--- src/rtl/mem_pkg.sv ---
// Shared types and widths for the DataRAM arbiter slice.
package mem_pkg;

    localparam int ADDR_W  = 8;
    localparam int DATA_W  = 8;
    localparam int NUM_REQ = 2;

    typedef enum logic [1:0] {
        IDLE,
        ACCESS,
        RESP
    } arb_state_t;

    typedef struct packed {
        logic              wr;
        logic [ADDR_W-1:0] addr;
        logic [DATA_W-1:0] data;
    } mem_req_t;

endpackage

--- src/rtl/data_mem_arbiter_if.sv ---
// Requester-side handshake bus: per-requester request fields in, Done/RespData out.
interface data_mem_arbiter_if #(
    parameter int ADDR_W  = 8,
    parameter int DATA_W  = 8,
    parameter int NUM_REQ = 2
);

    logic [NUM_REQ-1:0]             Req;
    logic [NUM_REQ-1:0]             Wr;
    logic [NUM_REQ-1:0][ADDR_W-1:0] ReqAddr;
    logic [NUM_REQ-1:0][DATA_W-1:0] ReqData;
    logic [NUM_REQ-1:0]             Done;
    logic [DATA_W-1:0]              RespData;

    modport master (
        output Req, Wr, ReqAddr, ReqData,
        input  Done, RespData
    );

    modport slave (
        input  Req, Wr, ReqAddr, ReqData,
        output Done, RespData
    );

endinterface

--- src/rtl/rr_pick2.sv ---
// Two-way round-robin picker: on a tie the requester that was not granted last wins.
module rr_pick2 (
    input  logic [1:0] Req,
    input  logic       LastGnt,
    output logic       Valid,
    output logic       Winner
);

    always_comb begin
        Valid  = |Req;
        Winner = (Req == 2'b11) ? ~LastGnt : Req[1];
    end

endmodule

--- src/rtl/data_mem_arbiter.sv ---
// Round-robin arbiter/sequencer in front of the single-port DataRAM.
// One access per IDLE -> ACCESS -> RESP pass; read data is registered at the end of ACCESS.
module data_mem_arbiter #(
    parameter int ADDR_W  = mem_pkg::ADDR_W,
    parameter int DATA_W  = mem_pkg::DATA_W,
    parameter int NUM_REQ = mem_pkg::NUM_REQ
) (
    input  logic               CLK,
    input  logic               Reset_n,
    data_mem_arbiter_if.slave  reqBus,
    output logic               MemRead,
    output logic               MemWrite,
    output logic [ADDR_W-1:0]  Address,
    output logic [DATA_W-1:0]  DataSrc,
    input  logic [DATA_W-1:0]  DataMemOut,
    output logic               Busy
);

    import mem_pkg::*;

    arb_state_t         state;
    arb_state_t         nextState;
    logic               lastGnt;
    logic               winner;
    logic               pickValid;
    logic               pickWinner;
    mem_req_t           latched;
    logic [DATA_W-1:0]  respData;
    logic [NUM_REQ-1:0] doneVec;

    rr_pick2 picker (
        .Req     (reqBus.Req),
        .LastGnt (lastGnt),
        .Valid   (pickValid),
        .Winner  (pickWinner)
    );

    always_ff @(posedge CLK or negedge Reset_n) begin
        if (!Reset_n) begin
            state    <= IDLE;
            lastGnt  <= 1'b1;
            winner   <= 1'b0;
            latched  <= '0;
            respData <= '0;
        end else begin
            state <= nextState;
            if (state == IDLE && pickValid) begin
                winner       <= pickWinner;
                latched.wr   <= reqBus.Wr[pickWinner];
                latched.addr <= reqBus.ReqAddr[pickWinner];
                latched.data <= reqBus.ReqData[pickWinner];
            end
            if (state == ACCESS) begin
                lastGnt <= winner;
                if (!latched.wr) begin
                    respData <= DataMemOut;
                end
            end
        end
    end

    // RAM controls decode from state only, so an async reset clears them immediately.
    always_comb begin
        nextState = state;
        MemRead   = 1'b0;
        MemWrite  = 1'b0;
        Address   = '0;
        DataSrc   = '0;
        doneVec   = '0;
        case (state)
            IDLE: begin
                if (pickValid) begin
                    nextState = ACCESS;
                end
            end
            ACCESS: begin
                nextState = RESP;
                Address   = latched.addr;
                MemWrite  = latched.wr;
                MemRead   = ~latched.wr;
                if (latched.wr) begin
                    DataSrc = latched.data;
                end
            end
            RESP: begin
                nextState       = IDLE;
                doneVec[winner] = 1'b1;
            end
            default: nextState = IDLE;
        endcase
    end

    assign reqBus.Done     = doneVec;
    assign reqBus.RespData = respData;
    assign Busy            = (state != IDLE);

endmodule
--- src/flat_wrapper.sv ---
// flat-port wrapper written by rule: the top's interface ports become plain ports
module data_mem_arbiter_flat import mem_pkg::*;
#(
    parameter int ADDR_W  = mem_pkg::ADDR_W,
    parameter int DATA_W  = mem_pkg::DATA_W,
    parameter int NUM_REQ = mem_pkg::NUM_REQ
)
  (CLK, Reset_n, MemRead, MemWrite, Address, DataSrc, DataMemOut, Busy, reqBus_Req, reqBus_Wr, reqBus_ReqAddr, reqBus_ReqData, reqBus_Done, reqBus_RespData);
  data_mem_arbiter_if #(.ADDR_W(ADDR_W), .DATA_W(DATA_W), .NUM_REQ(NUM_REQ)) reqBus_i ();
  input  logic CLK;
  input  logic Reset_n;
  output logic MemRead;
  output logic MemWrite;
  output logic [ADDR_W-1:0] Address;
  output logic [DATA_W-1:0] DataSrc;
  input  logic [DATA_W-1:0] DataMemOut;
  output logic Busy;
  input wire logic [$bits(reqBus_i.Req)-1:0] reqBus_Req;
  input wire logic [$bits(reqBus_i.Wr)-1:0] reqBus_Wr;
  input wire logic [$bits(reqBus_i.ReqAddr)-1:0] reqBus_ReqAddr;
  input wire logic [$bits(reqBus_i.ReqData)-1:0] reqBus_ReqData;
  output wire logic [$bits(reqBus_i.Done)-1:0] reqBus_Done;
  output wire logic [$bits(reqBus_i.RespData)-1:0] reqBus_RespData;
  assign reqBus_i.Req = reqBus_Req;
  assign reqBus_i.Wr = reqBus_Wr;
  assign reqBus_i.ReqAddr = reqBus_ReqAddr;
  assign reqBus_i.ReqData = reqBus_ReqData;
  assign reqBus_Done = reqBus_i.Done;
  assign reqBus_RespData = reqBus_i.RespData;
  data_mem_arbiter #(.ADDR_W(ADDR_W), .DATA_W(DATA_W), .NUM_REQ(NUM_REQ)) u_core (.CLK(CLK), .Reset_n(Reset_n), .reqBus(reqBus_i), .MemRead(MemRead), .MemWrite(MemWrite), .Address(Address), .DataSrc(DataSrc), .DataMemOut(DataMemOut), .Busy(Busy));
endmodule
--- config.mk ---
export PLATFORM = sky130hd
export DESIGN_NAME = data_mem_arbiter_flat
export DESIGN_NICKNAME = d
export VERILOG_FILES = /design/src/rtl/mem_pkg.sv /design/src/rtl/data_mem_arbiter_if.sv /design/src/rtl/rr_pick2.sv /design/src/rtl/data_mem_arbiter.sv /design/src/flat_wrapper.sv
export SDC_FILE = /design/constraint.sdc
export NUM_CORES = 1
export LEC_CHECK = 0
export CAP_MARGIN = 30
export CELL_PAD_IN_SITES_DETAIL_PLACEMENT = 0
export CELL_PAD_IN_SITES_GLOBAL_PLACEMENT = 2
export CORE_MARGIN = 10
export CORE_UTILIZATION = 25
export CTS_BUF_LIST = sky130_fd_sc_hd__clkbuf_4
export DETAILED_ROUTE_END_ITERATION = 10
export GPL_ROUTABILITY_DRIVEN = 0
export PLACE_DENSITY = 0.87
export SLEW_MARGIN = 30
export SYNTH_ARGS = -nofsm -noshare
export SYNTH_HDL_FRONTEND = slang
export SYNTH_SLANG_ARGS = --single-unit
--- constraint.sdc ---
create_clock -name CLK -period 1.8 [get_ports CLK]
set_input_delay 0.18 -clock CLK [delete_from_list [all_inputs] [get_ports CLK]]
set_output_delay 0.18 -clock CLK [all_outputs]
set_load 0.005 [all_outputs]
==> impl_summary.txt <==
----------------------------------------------------
[Logic synthesis]
  Mapped Cells ... 106
  Ys Warns ... 0
  Synth area leader ... dfrtp_1
  Synthesized net count ... 152
  Part of the Yosys area used for sequential elements ... 49.6%
  Distinct cells, synth ... 18
  Share of the synthesized area in the top cell type ... 47.8%
  Cell types with the largest area share after synthesis ... dfrtp_1, mux2_2, mux2_4
  Average size of a mapped cell ... 13.8 µm²
  Post-Syn Area ... 0.00147 mm²
  Number of synthesized register bits ... 29

[Finish]
  Area of all sequential standard cells ... 727 µm²
  Nets@finish ... 237
  Multi-input gate area in the final layout ... 697 µm²
  Fin area ... 0.00252 mm²
  Share of final-layout standard cells stronger than drive strength 1 ... 35.4%
  FILL cells ... 535
  Antenna diodes ... 0
  Synthesis-to-finish area growth ... 71.9%

[Global routing]
  Remaining global-route overflow ... 0
  Pin count of the biggest net entering global routing ... 30
  Global-route wire length before repair ... 6860 µm
  Number of global-route vias before repair ... 1327
  Number of antenna violations at the first check in global routing ... 0
  Overall routing resource usage ... 9.76%

[Run]
  Max Cap Viol ... 0

[Route]
  Count of nets left with antenna violations after detail routing ... 0
  Drt first pass iters ... 4
  Per-cell via count in the routed design ... 4.36
  Drc violations ... 0
  Vias after detailed routing ... 1150
  Violation count after the first detailed-routing iteration ... 16
  Total wire length after detailed routing ... 4500 µm
  Post-DR wirelength/cell ... 17.1 µm

[Pwr]
  Switch Pwr ... 1.05 mW
  Maximum vdd drop ... 0.593 mV
  Clock share of power ... 18.6%
  Sw Ratio ... 28.8%
  Combinational power share ... 48.7%
  Leakage ... 1.39 nW
  Pwr per Cell Area ... 1450 mW/mm²
  Cell Int Power ... 2.59 mW
  Reg power frac ... 32.7%

[Worst hold path]
  Min-Delay Path Class ... in -> async

[Floorplan]
  Count of standard-cell rows ... 27
  Core Area ... 0.00561 mm²
  Starting Density ... 26.1%
  Die extent in x ... 96.6 µm
  Die area ... 0.00933 mm²
  I/O pin cnt ... 75
  Vertical die dimension ... 96.6 µm

[Timing]
  Fin. Hold Viols ... 0
  Final period demand of the worst path ... 1640 ps
  Slew margin rel. ... 74.7%
  RSZ-0062 raised after global routing ... false
  Final critical-path setup slack ... 158 ps
  Final Max Tran Viols ... 0
  Achievable clock frequency ... 609 MHz
  Period Utilization, post-route ... 91.2%
  Final setup fails ... 0
  Final hold slack ... 235 ps
  Final Skew ... 7.41 ps
  Actual transition at the worst max-transition pin ... 380 ps

[Worst setup path]
  Data arrival time of the worst path ... 1460 ps
  Crit start category ... flop
  Cell-by-cell trace of the critical path ... nor2b_2 -> buf_6 -> buf_4 -> nor2b_4 -> clkbuf_2
  Startpoint-to-endpoint class of the critical path ... reg -> out
  Worst-case reg-to-reg path depth ... 6
  Element type at the critical path end ... primary output
  Largest stage delay, worst path ... 410 ps
  Required time of the worst setup path ... 1620 ps
  Slowest stage cell, crit path ... dfrtp_1
  Critical path fanouts, max ... 9

[Clock network]
  Clk slew on worst S/H paths ... 100 ps
  CTS Root Cell ... clkbuf_4
  Count of hold buffers inserted by post-cts repair ... 0
  Number of H-tree levels ... 2
  Maximum buffer depth of the clock tree ... 2
  Inserted Clock Buffers ... 5
  Sink count of the clock tree ... 29
  CTS tree ... yes
  Clock latency at the later pin of the worst-skew pair ... 330 ps

[Placed design]
  Placement-stage cell area ... 0.00233 mm²
  Post-placement worst setup slack ... 31.6 ps
  Port bufs ... 74
  HPWL after DPL ... 3530 µm

[Run status]
  Run status ... finished, final reports clean

----------------------------------------------------
-- cells in the final DEF, fill, tap and decap left out --
cell	instances
clkdlybuf4s50_1	53
mux2_2	34
dfrtp_1	28
dlymetal6s2s_1	19
and2_1	9
mux2_4	9
and3_1	8
buf_4	7
clkbuf_4	5
inv_1	2
bufinv_16	2
buf_12	2
buf_6	2
nor3b_1	1
nor2b_2	1
nor2_2	1
nor2b_4	1
and3b_1	1
a21bo_1	1
o21ai_2	1
o2bb2ai_1	1
clkinv_2	1
clkbuf_2	1
dlygate4sd2_1	1
dfstp_2	1
-- worst max-delay path, delay by kind of cell (launching register included) --
family        cells  cell delay (ps)
simple gates      2              320
flops             1              410
buf+inv           3              410
-- sequential cells by signal, indices dropped and copies added (netlist names) --
register and cells:
u_core.lastGnt 1, u_core.latched 17, u_core.reqBus.RespData 8, u_core.state 2, u_core.winner 1
-- cell type report --
cell class / instances / area share, %
clock inverter: 3 / 2.58
sequential: 29 / 28.8
timing repair buffer: 85 / 35.6
clock buffer: 5 / 1.49
inverter: 2 / 0.298
tap: 72 / 3.57
multi-input combinational: 68 / 27.6
-- final timing paths --
kind                                          startpoint                                    end  slack [ps]
max reg2reg                  u_core.state[1]$_DFFE_PN0P_  u_core.reqBus.RespData[4]$_DFFE_PN0P_         170
max                          u_core.state[1]$_DFFE_PN0P_                                MemRead         160
min                                              Reset_n         u_core.latched[10]$_DFFE_PN0P_         240
max in group asynchronous                        Reset_n             u_core.lastGnt$_DFFE_PN1N_        1250
min reg2reg                u_core.latched[8]$_DFFE_PN0P_          u_core.latched[8]$_DFFE_PN0P_         510
min in group CLK                           DataMemOut[6]  u_core.reqBus.RespData[6]$_DFFE_PN0P_         460
-- through the flow --
stage	total power, mW	util (%)	TNS, ps	std cells
after floorplan	2.02	-	0	106
after global placement	2.91	41.6	0	253
after detailed placement	2.98	41.6	0	253
after CTS	3.72	43.9	-1640	263
after global routing	3.88	45.0	0	264
final	3.64	45.0	0	264
-- power groups by stage --
stage / Sequential [mW] / Clock, mW / Combinational [mW]
global route: 1.24 / 0.730 / 1.91
finish: 1.19 / 0.677 / 1.77
CTS: 1.19 / 0.692 / 1.84
detailed placement: 1.21 / 0 / 1.77
global placement: 1.18 / 0 / 1.73
floorplan: 1.14 / 0 / 0.881
-- cell usage after synthesis --
| cell | number |
|---|---|
| a21bo_1 | 1 |
| and2_1 | 9 |
| and3_1 | 8 |
| and3b_1 | 1 |
| buf_2 | 2 |
| buf_6 | 1 |
| buf_8 | 1 |
| clkbuf_1 | 3 |
| dfrtp_1 | 28 |
| dfstp_2 | 1 |
| inv_1 | 2 |
| mux2_2 | 34 |
| mux2_4 | 9 |
| nor2_1 | 1 |
| nor2b_1 | 2 |
| nor3b_1 | 1 |
| o21ai_2 | 1 |
| o2bb2ai_1 | 1 |
-- kinds of logic after synthesis --
kind of cell	count (synthesis)	share of synthesized area, %
AO/OA/AOI/OAI	3	1.88
buffers and inverters	9	3.75
flip-flops	29	49.6
multiplexers	43	35.3
AND/OR/NAND/NOR	22	9.47
-- per-layer routing --
| metal | share of wire [%] | up-vias | wire length, µm | track usage [%] |
|---|---|---|---|---|
| met5 | 0 | - | 0 | 0 |
| li1 | - | 542 | - | - |
| met1 | 36 | 559 | 1630 | 9.31 |
| met4 | 1.4 | 0 | 62 | 4.36 |
| met3 | 7.3 | 7 | 329 | 3.16 |
| met2 | 55 | 42 | 2480 | 18.5 |
-- timing repair --
item	CTS	global route
setup buffers	2	1
pin swaps	0	0
gates resized for setup	6	23
endpoints found under the setup margin	18	19
Power figures use the tool's default switching activity.
